$ cat src/rtl/req_capture_encoder8_pkg.sv
// Shared widths and FSM encoding for the request capture front end of the 8x3 encoder.
package req_capture_encoder8_pkg;

    localparam int unsigned NREQ   = 8;
    localparam int unsigned CODE_W = 3;

    typedef enum logic {
        IDLE = 1'b0,
        HOLD = 1'b1
    } state_t;

endpackage

$ cat src/rtl/req_capture_encoder8_if.sv
// Valid/ready code channel from the request capture front end to its consumer.
interface req_capture_encoder8_if;
    import req_capture_encoder8_pkg::*;

    logic              out_valid;
    logic              out_ready;
    logic [CODE_W-1:0] out_code;

    modport master (output out_valid, output out_code, input out_ready);
    modport slave  (input out_valid, input out_code, output out_ready);

endinterface

$ cat src/rtl/encoder_8x3.sv
// Combinational 8x3 encoder; expects a one-hot input word.
module encoder_8x3
    import req_capture_encoder8_pkg::*;
(
    input  logic [NREQ-1:0]   onehot,
    output logic [CODE_W-1:0] code
);

    always_comb begin
        code = '0;
        for (int unsigned i = 0; i < NREQ; i++) begin
            if (onehot[i]) code = code | CODE_W'(i);
        end
    end

endmodule

$ cat src/rtl/req_capture_encoder8.sv
// Captures request events into a pending register, grants one bit at a time and emits its code.
// Define RR_PRIORITY_EN for round-robin selection; otherwise the highest pending index wins.
module req_capture_encoder8
    import req_capture_encoder8_pkg::*;
#(
    parameter bit EDGE_DETECT = 1'b1
)(
    input  logic                    clk,
    input  logic                    rst_n,
    input  logic [NREQ-1:0]         req_i,
    req_capture_encoder8_if.master  bus,
    output logic [NREQ-1:0]         pending_o,
    output logic                    overrun_o
);

    state_t              state_q, state_d;
    logic [NREQ-1:0]     req_q;
    logic [NREQ-1:0]     pending_q;
    logic [NREQ-1:0]     grant_q, grant_d;
    logic [CODE_W-1:0]   code_q, code_d;
    logic                overrun_q;
    logic [NREQ-1:0]     ev;
    logic [NREQ-1:0]     clr;
    logic [NREQ-1:0]     sel;
    logic [CODE_W-1:0]   sel_code;
    logic                accept;

    assign ev     = EDGE_DETECT ? (req_i & ~req_q) : req_i;
    assign accept = (state_q == HOLD) && bus.out_ready;
    assign clr    = accept ? grant_q : '0;

`ifdef RR_PRIORITY_EN
    logic [CODE_W-1:0] ptr_q;
    logic [CODE_W-1:0] idx;
    logic              found;

    // Search from ptr+1 upward, wrapping through 7->0; the pointer itself is checked last.
    always_comb begin
        sel   = '0;
        found = 1'b0;
        idx   = '0;
        for (int unsigned off = 1; off <= NREQ; off++) begin
            idx = ptr_q + CODE_W'(off);
            if (!found && pending_q[idx]) begin
                sel[idx] = 1'b1;
                found    = 1'b1;
            end
        end
    end

    always_ff @(posedge clk or negedge rst_n) begin
        if (!rst_n)      ptr_q <= CODE_W'(NREQ - 1);
        else if (accept) ptr_q <= code_q;
    end
`else
    always_comb begin
        sel = '0;
        for (int unsigned i = 0; i < NREQ; i++) begin
            if (pending_q[i]) sel = NREQ'(1) << i;
        end
    end
`endif

    encoder_8x3 u_enc (
        .onehot (sel),
        .code   (sel_code)
    );

    // Grant is latched in IDLE from the registered pending word and held through HOLD.
    always_comb begin
        state_d = state_q;
        grant_d = grant_q;
        code_d  = code_q;
        case (state_q)
            IDLE: begin
                if (|pending_q) begin
                    grant_d = sel;
                    code_d  = sel_code;
                    state_d = HOLD;
                end
            end
            HOLD: begin
                if (bus.out_ready) state_d = IDLE;
            end
        endcase
    end

    // A new event on a bit being cleared this cycle re-pends it and is not an overrun.
    always_ff @(posedge clk or negedge rst_n) begin
        if (!rst_n) begin
            state_q   <= IDLE;
            req_q     <= '0;
            pending_q <= '0;
            grant_q   <= '0;
            code_q    <= '0;
            overrun_q <= 1'b0;
        end else begin
            state_q   <= state_d;
            req_q     <= req_i;
            pending_q <= (pending_q & ~clr) | ev;
            grant_q   <= grant_d;
            code_q    <= code_d;
            overrun_q <= overrun_q | (|(ev & pending_q & ~clr));
        end
    end

    assign bus.out_valid = (state_q == HOLD);
    assign bus.out_code  = code_q;
    assign pending_o     = pending_q;
    assign overrun_o     = overrun_q;

endmodule
$ cat src/flat_wrapper.sv
// flat-port wrapper written by rule: the top's interface ports become plain ports
module req_capture_encoder8_flat import req_capture_encoder8_pkg::*;
#(
    parameter bit EDGE_DETECT = 1'b1
)
  (clk, rst_n, req_i, pending_o, overrun_o, bus_out_valid, bus_out_code, bus_out_ready);
  req_capture_encoder8_if bus_i ();
  input  logic clk;
  input  logic rst_n;
  input  logic [NREQ-1:0] req_i;
  output logic [NREQ-1:0] pending_o;
  output logic overrun_o;
  output wire logic [$bits(bus_i.out_valid)-1:0] bus_out_valid;
  output wire logic [$bits(bus_i.out_code)-1:0] bus_out_code;
  input wire logic [$bits(bus_i.out_ready)-1:0] bus_out_ready;
  assign bus_out_valid = bus_i.out_valid;
  assign bus_out_code = bus_i.out_code;
  assign bus_i.out_ready = bus_out_ready;
  req_capture_encoder8 #(.EDGE_DETECT(EDGE_DETECT)) u_core (.clk(clk), .rst_n(rst_n), .req_i(req_i), .bus(bus_i), .pending_o(pending_o), .overrun_o(overrun_o));
endmodule
$ cat config.mk
export PLATFORM = sky130hd
export DESIGN_NAME = req_capture_encoder8_flat
export DESIGN_NICKNAME = d
export VERILOG_FILES = /design/src/rtl/req_capture_encoder8_pkg.sv /design/src/rtl/req_capture_encoder8_if.sv /design/src/rtl/encoder_8x3.sv /design/src/rtl/req_capture_encoder8.sv /design/src/flat_wrapper.sv
export SDC_FILE = /design/constraint.sdc
export NUM_CORES = 1
export LEC_CHECK = 0
export ABC_CLOCK_PERIOD_IN_PS = 4800
export BUFFER_PORTS_ARGS = -buffer_cell sky130_fd_sc_hd__buf_2
export CAP_MARGIN = 40
export CORE_ASPECT_RATIO = 0.9
export CORE_MARGIN = 4
export CORE_UTILIZATION = 57
export DETAILED_ROUTE_END_ITERATION = 10
export PLACE_DENSITY = 0.92
export SLEW_MARGIN = 20
export SYNTH_ARGS = -nofsm -noshare
export SYNTH_HDL_FRONTEND = slang
export SYNTH_SLANG_ARGS = --single-unit
$ cat constraint.sdc
create_clock -name clk -period 4.8 [get_ports clk]
set_input_delay 0.48 -clock clk [delete_from_list [all_inputs] [get_ports clk]]
set_output_delay 0.48 -clock clk [all_outputs]
set_load 0.1 [all_outputs]
Word level (Yosys, flattened, before mapping)
Cells that the tools add are included.
{"block": "classes", "reduce_logical": 4, "n_bitwise": 9, "mux": 19}
{"op": "$mux 8", "count": 8}
{"op": "$and 8x8->8", "count": 4}
{"op": "$not 8->8", "count": 2}
{"op": "$reduce_or 8->1", "count": 2}
{"op": "$mux 3", "count": 4}
{"op": "$or 8x8->8", "count": 1}
{"op": "$mux 1", "count": 4}
{"op": "$mux 2", "count": 2}
{"op": "$pmux 1 s2", "count": 1}
{"op": "$reduce_and 2->1", "count": 1}
{"op": "$logic_and 1x1->1", "count": 1}
{"op": "$not 1->1", "count": 1}
{"op": "$or 1x1->1", "count": 1}
{"block": "word_totals", "ff_bits": 29, "wordCells": 38, "in_bits": 11, "out_inout_bits": 13}

Logic depth before layout (Yosys ltp)
{"block": "logic_depth", "word_depth": 15, "depth_mapped": 6, "depth_no_buf": 4}

Modules after synthesis
Synthesis repeated with hierarchy kept, for this count alone.
{"block": "unflattened", "cells_unflattened": 104, "hier_area_um2": 1213.7}
{"mod": "req_capture_encoder8", "area_per_inst_um2": 1191.1, "seq_area_each_um2": 725.7, "n_inst": 1, "cells_per_inst": 101}
{"mod": "encoder_8x3", "area_per_inst_um2": 22.5, "seq_area_each_um2": 0.0, "n_inst": 1, "cells_per_inst": 3}

Least setup slack after synthesis
Ideal clock, no wire load.
{"block": "synth_timing", "path_kind": "reg2reg", "from": "reg u_core.state_q, in the netlist u_core.bus.out_valid", "to": "reg u_core.overrun_q, in the netlist u_core.overrun_o", "setup_ns": 0.131, "stages_incl_launch_ff": 7, "period_less_slack_ns": 2.095, "t_arrival_ns": 1.964, "path_buffers": 2, "slack_ns": 2.705, "t_required_ns": 4.669, "cell_sequence": "dfrtp_1 > buf_2 > buf_2 > nand3_1 > nand4b_1 > nand4_1 > or3_1"}
{"block": "synth_via", "elab_chain_len": 6}
{"element": "from (decl)", "line_no": "req_capture_encoder8.sv:16", "source": "state_t state_q, state_d;"}
{"element": "from (signal assigned)", "line_no": "req_capture_encoder8.sv:98", "source": "state_q <= state_d;"}
{"element": "$logic_and 1x1->1", "line_no": "req_capture_encoder8.sv:29", "source": "assign accept = (state_q == HOLD) && bus.out_ready;"}
{"element": "$mux 8", "line_no": "req_capture_encoder8.sv:30", "source": "assign clr = accept ? grant_q : '0;"}
{"element": "$not 8->8", "line_no": "req_capture_encoder8.sv:103", "source": "overrun_q <= overrun_q | (|(ev & pending_q & ~clr));"}
{"element": "$and 8x8->8", "line_no": "req_capture_encoder8.sv:103"}
{"element": "$reduce_or 8->1", "line_no": "req_capture_encoder8.sv:103"}
{"element": "$or 1x1->1", "line_no": "req_capture_encoder8.sv:103"}
{"element": "to (signal assigned)", "line_no": "req_capture_encoder8.sv:103"}
{"element": "to (decl)", "line_no": "req_capture_encoder8.sv:21", "source": "logic overrun_q;"}
Every way passes these cells.
A chain may end at the register's enable or synchronous reset.

Final worst setup path
{"block": "layout_timing", "from": "reg u_core.state_q, in the netlist u_core.bus.out_valid", "to": "out bus_out_valid"}
{"element": "to (decl)", "line_no": "flat_wrapper.sv:13", "source": "output wire logic [$bits(bus_i.out_valid)-1:0] bus_out_valid;"}
No word-level cell between the ends.

==> results_dict.tcl <==
set metrics [dict create \
    netlist_top_cells_count "dfrtp_1, nand2_1, o21ai_0" \
    ant_nets 0 \
    synth_top_area_frac 0.595 \
    power_density_mw_per_mm2 433 \
    num_antenna_cells 0 \
    cts_htree_levels 2 \
    totalWireLength_mm 2.37 \
    drtPass1Iterations 4 \
    fin_crit_sh 0.419 \
    yosysUniqueCellTypes 27 \
    nets 153 \
    fin_util 0.712 \
    avgSynthCellArea_um2 10.4 \
    cts-buffers-inserted 5 \
    synth_flop_cell "dfrtp_1" \
    dp_slack_ps 3090 \
    yosys.area.top_type "dfrtp_1" \
    critPathRequiredTime_ps 4320 \
    hp-class "primary input to asynchronous set/reset pin" \
    min_period_ps 2010 \
    cts_tree "done" \
    place_area_mm2 0.00133 \
    postCtsHoldBufs 0 \
    grt_max_degree 30 \
    maxCapViolCount 0 \
    path_clk_slew_ps 90 \
    synth.most_common_cell "dfrtp_1" \
    slowest_delay_ps 690 \
    fin_area_mm2 0.00140 \
    clock_sinks 29 \
    crit_buf_inv 1 \
    cts_root_buf "clkbuf_4" \
    endpoint_kind "output pin" \
    layout_setup_ws_ps 2790 \
    drt_iter0_drc 22 \
    drive_gt1_frac 0.245 \
    clock_skew_ps 11.5 \
    hold_violations 0 \
    vdd_drop_max_v 0.000262 \
    crit_fanout 17 \
    postCtsResizedCells 0 \
    crit_arrival_ps 1530 \
    drc 0 \
    fin_setup_tns_ps 0 \
    cp_slowest_cell "dfrtp_1" \
    p_leak_uw 0.000641 \
    crit_type "register to output pin" \
    slew_headroom 0.601 \
    overflow 0 \
    core_mm2 0.00197 \
    die_y_um 51.9 \
    grt_pass1_wl_mm 4.27 \
    synth_edf_count 0 \
    cts_buffer_depth 2 \
    tightest_slew_ps 598 \
    post_cts_buffers 0 \
    rows 15 \
    wl_per_cell_um 14.1 \
    synth_nets 128 \
    seq_area_frac_synth 0.595 \
    syn_inst 117 \
    design.portCount 24 \
    finalSetupViolCount 0 \
    ys_top_cells_by_area "dfrtp_1, nand2_1, o21ai_0" \
    initial_core_util 0.619 \
    ys.warnings.count 0 \
    syn_area_mm2 0.00122 \
    dp_hpwl_mm 1.75 \
    critPathTopFamily "flip-flops" \
    max_freq_mhz 497 \
    synth_seq_cells 29 \
    crit_path_start_kind "register" \
    vias 937 \
    die_x_um 56.8 \
    grt_pass1_vias 935 \
    avgViaCountPerCell 5.58 \
    portBuffers 23 \
    rsz0062_at_grt "no" \
    clkLatencyLatePin_ps 320 \
    crit_chain "buf_2" \
    globalplace.congestion 0.898 \
    async_flop_share 1.00 \
    area_growth_pct 15.0 \
    status "complete, no violations" \
    drv_slew 0 \
    grt_antenna_before_repair 0 \
    hold_slack_ps 157 \
    dieArea_mm2 0.00295 \
    gr-usage-all-layers 0.198 \
]
-- flip-flops by register name (all words and copies together), names as in the netlist --
signal and flops:
u_core.overrun_o 1, u_core.pending_o 8, u_core.req_q 8, u_core.bus.out_code 3, u_core.grant_q 8, u_core.bus.out_valid 1
-- placed cells by master (no fill, tap or decap) --
cell / count
nor4_4: 1
nor2b_1: 1
a31o_4: 1
nand4_1: 1
a22o_1: 1
nand4b_1: 4
buf_2: 23
a21oi_1: 3
nand2_1: 20
clkbuf_4: 5
nor3_1: 1
o21ai_0: 13
clkinv_2: 1
mux2_2: 1
a21o_2: 1
o22ai_1: 2
nand3_1: 10
nand3b_1: 1
a22oi_1: 1
inv_1: 7
clkbuf_8: 2
a41oi_1: 1
nand2b_1: 5
nor2_1: 5
nor3b_1: 1
o22a_1: 1
or3_1: 1
dfrtp_1: 29
-- per-stage QoR --
step | std cells | total power [µW]
global placement | 160 | 444
global route | 168 | 638
floorplan | 117 | 417
detailed placement | 160 | 449
finish | 168 | 607
CTS | 168 | 613
-- layout make-up --
type	instances	area (µm²)
flip-flops and latches	29	726
repair buffers	23	115
clock buffers	7	65.1
clock inverters	1	5.00
inverters	7	26.3
fillers	157	568
multi-input cells	76	434
well taps	25	31.3
-- kinds of logic (layout without fill, tap and decap cells) --
group,count (synthesis),in the layout,share of synthesized area
buf+inv,12,38,0.0492
flops,29,29,0.595
compound gates,24,24,0.125
simple gates,51,51,0.222
mux,1,1,0.00923
-- path summary, 6_finish.rpt --
| check | from | to | slack, ps | depth (start not counted) |
|---|---|---|---|---|
| setup reg to reg | u_core.pending_o[5] | u_core.grant_q[7] | 3090 | 3 |
| min in group clk | req_i[0] | u_core.req_q[0] | 270 | 1 |
| max in group asynchronous | rst_n | u_core.bus.out_code[0] | 4250 | 1 |
| hold reg to reg | u_core.req_q[5] | u_core.pending_o[5] | 460 | 1 |
| hold / removal | rst_n | u_core.pending_o[4] | 160 | 1 |
| setup / recovery | u_core.bus.out_valid | bus_out_valid | 2790 | 1 |
-- per-layer routing --
layer  GRT usage  part of all wire
met5           0                 0
met2       0.319              0.48
met4       0.104             0.023
met3      0.0645             0.079
met1       0.237              0.42
-- power breakdown --
group / total (µW) / switching (µW) / internal (µW)
clock network: 164 / 79.4 / 84.7
logic: 152 / 121 / 30.1
registers: 292 / 25.0 / 267
Note: power is estimated with default switching activity, not from simulation.
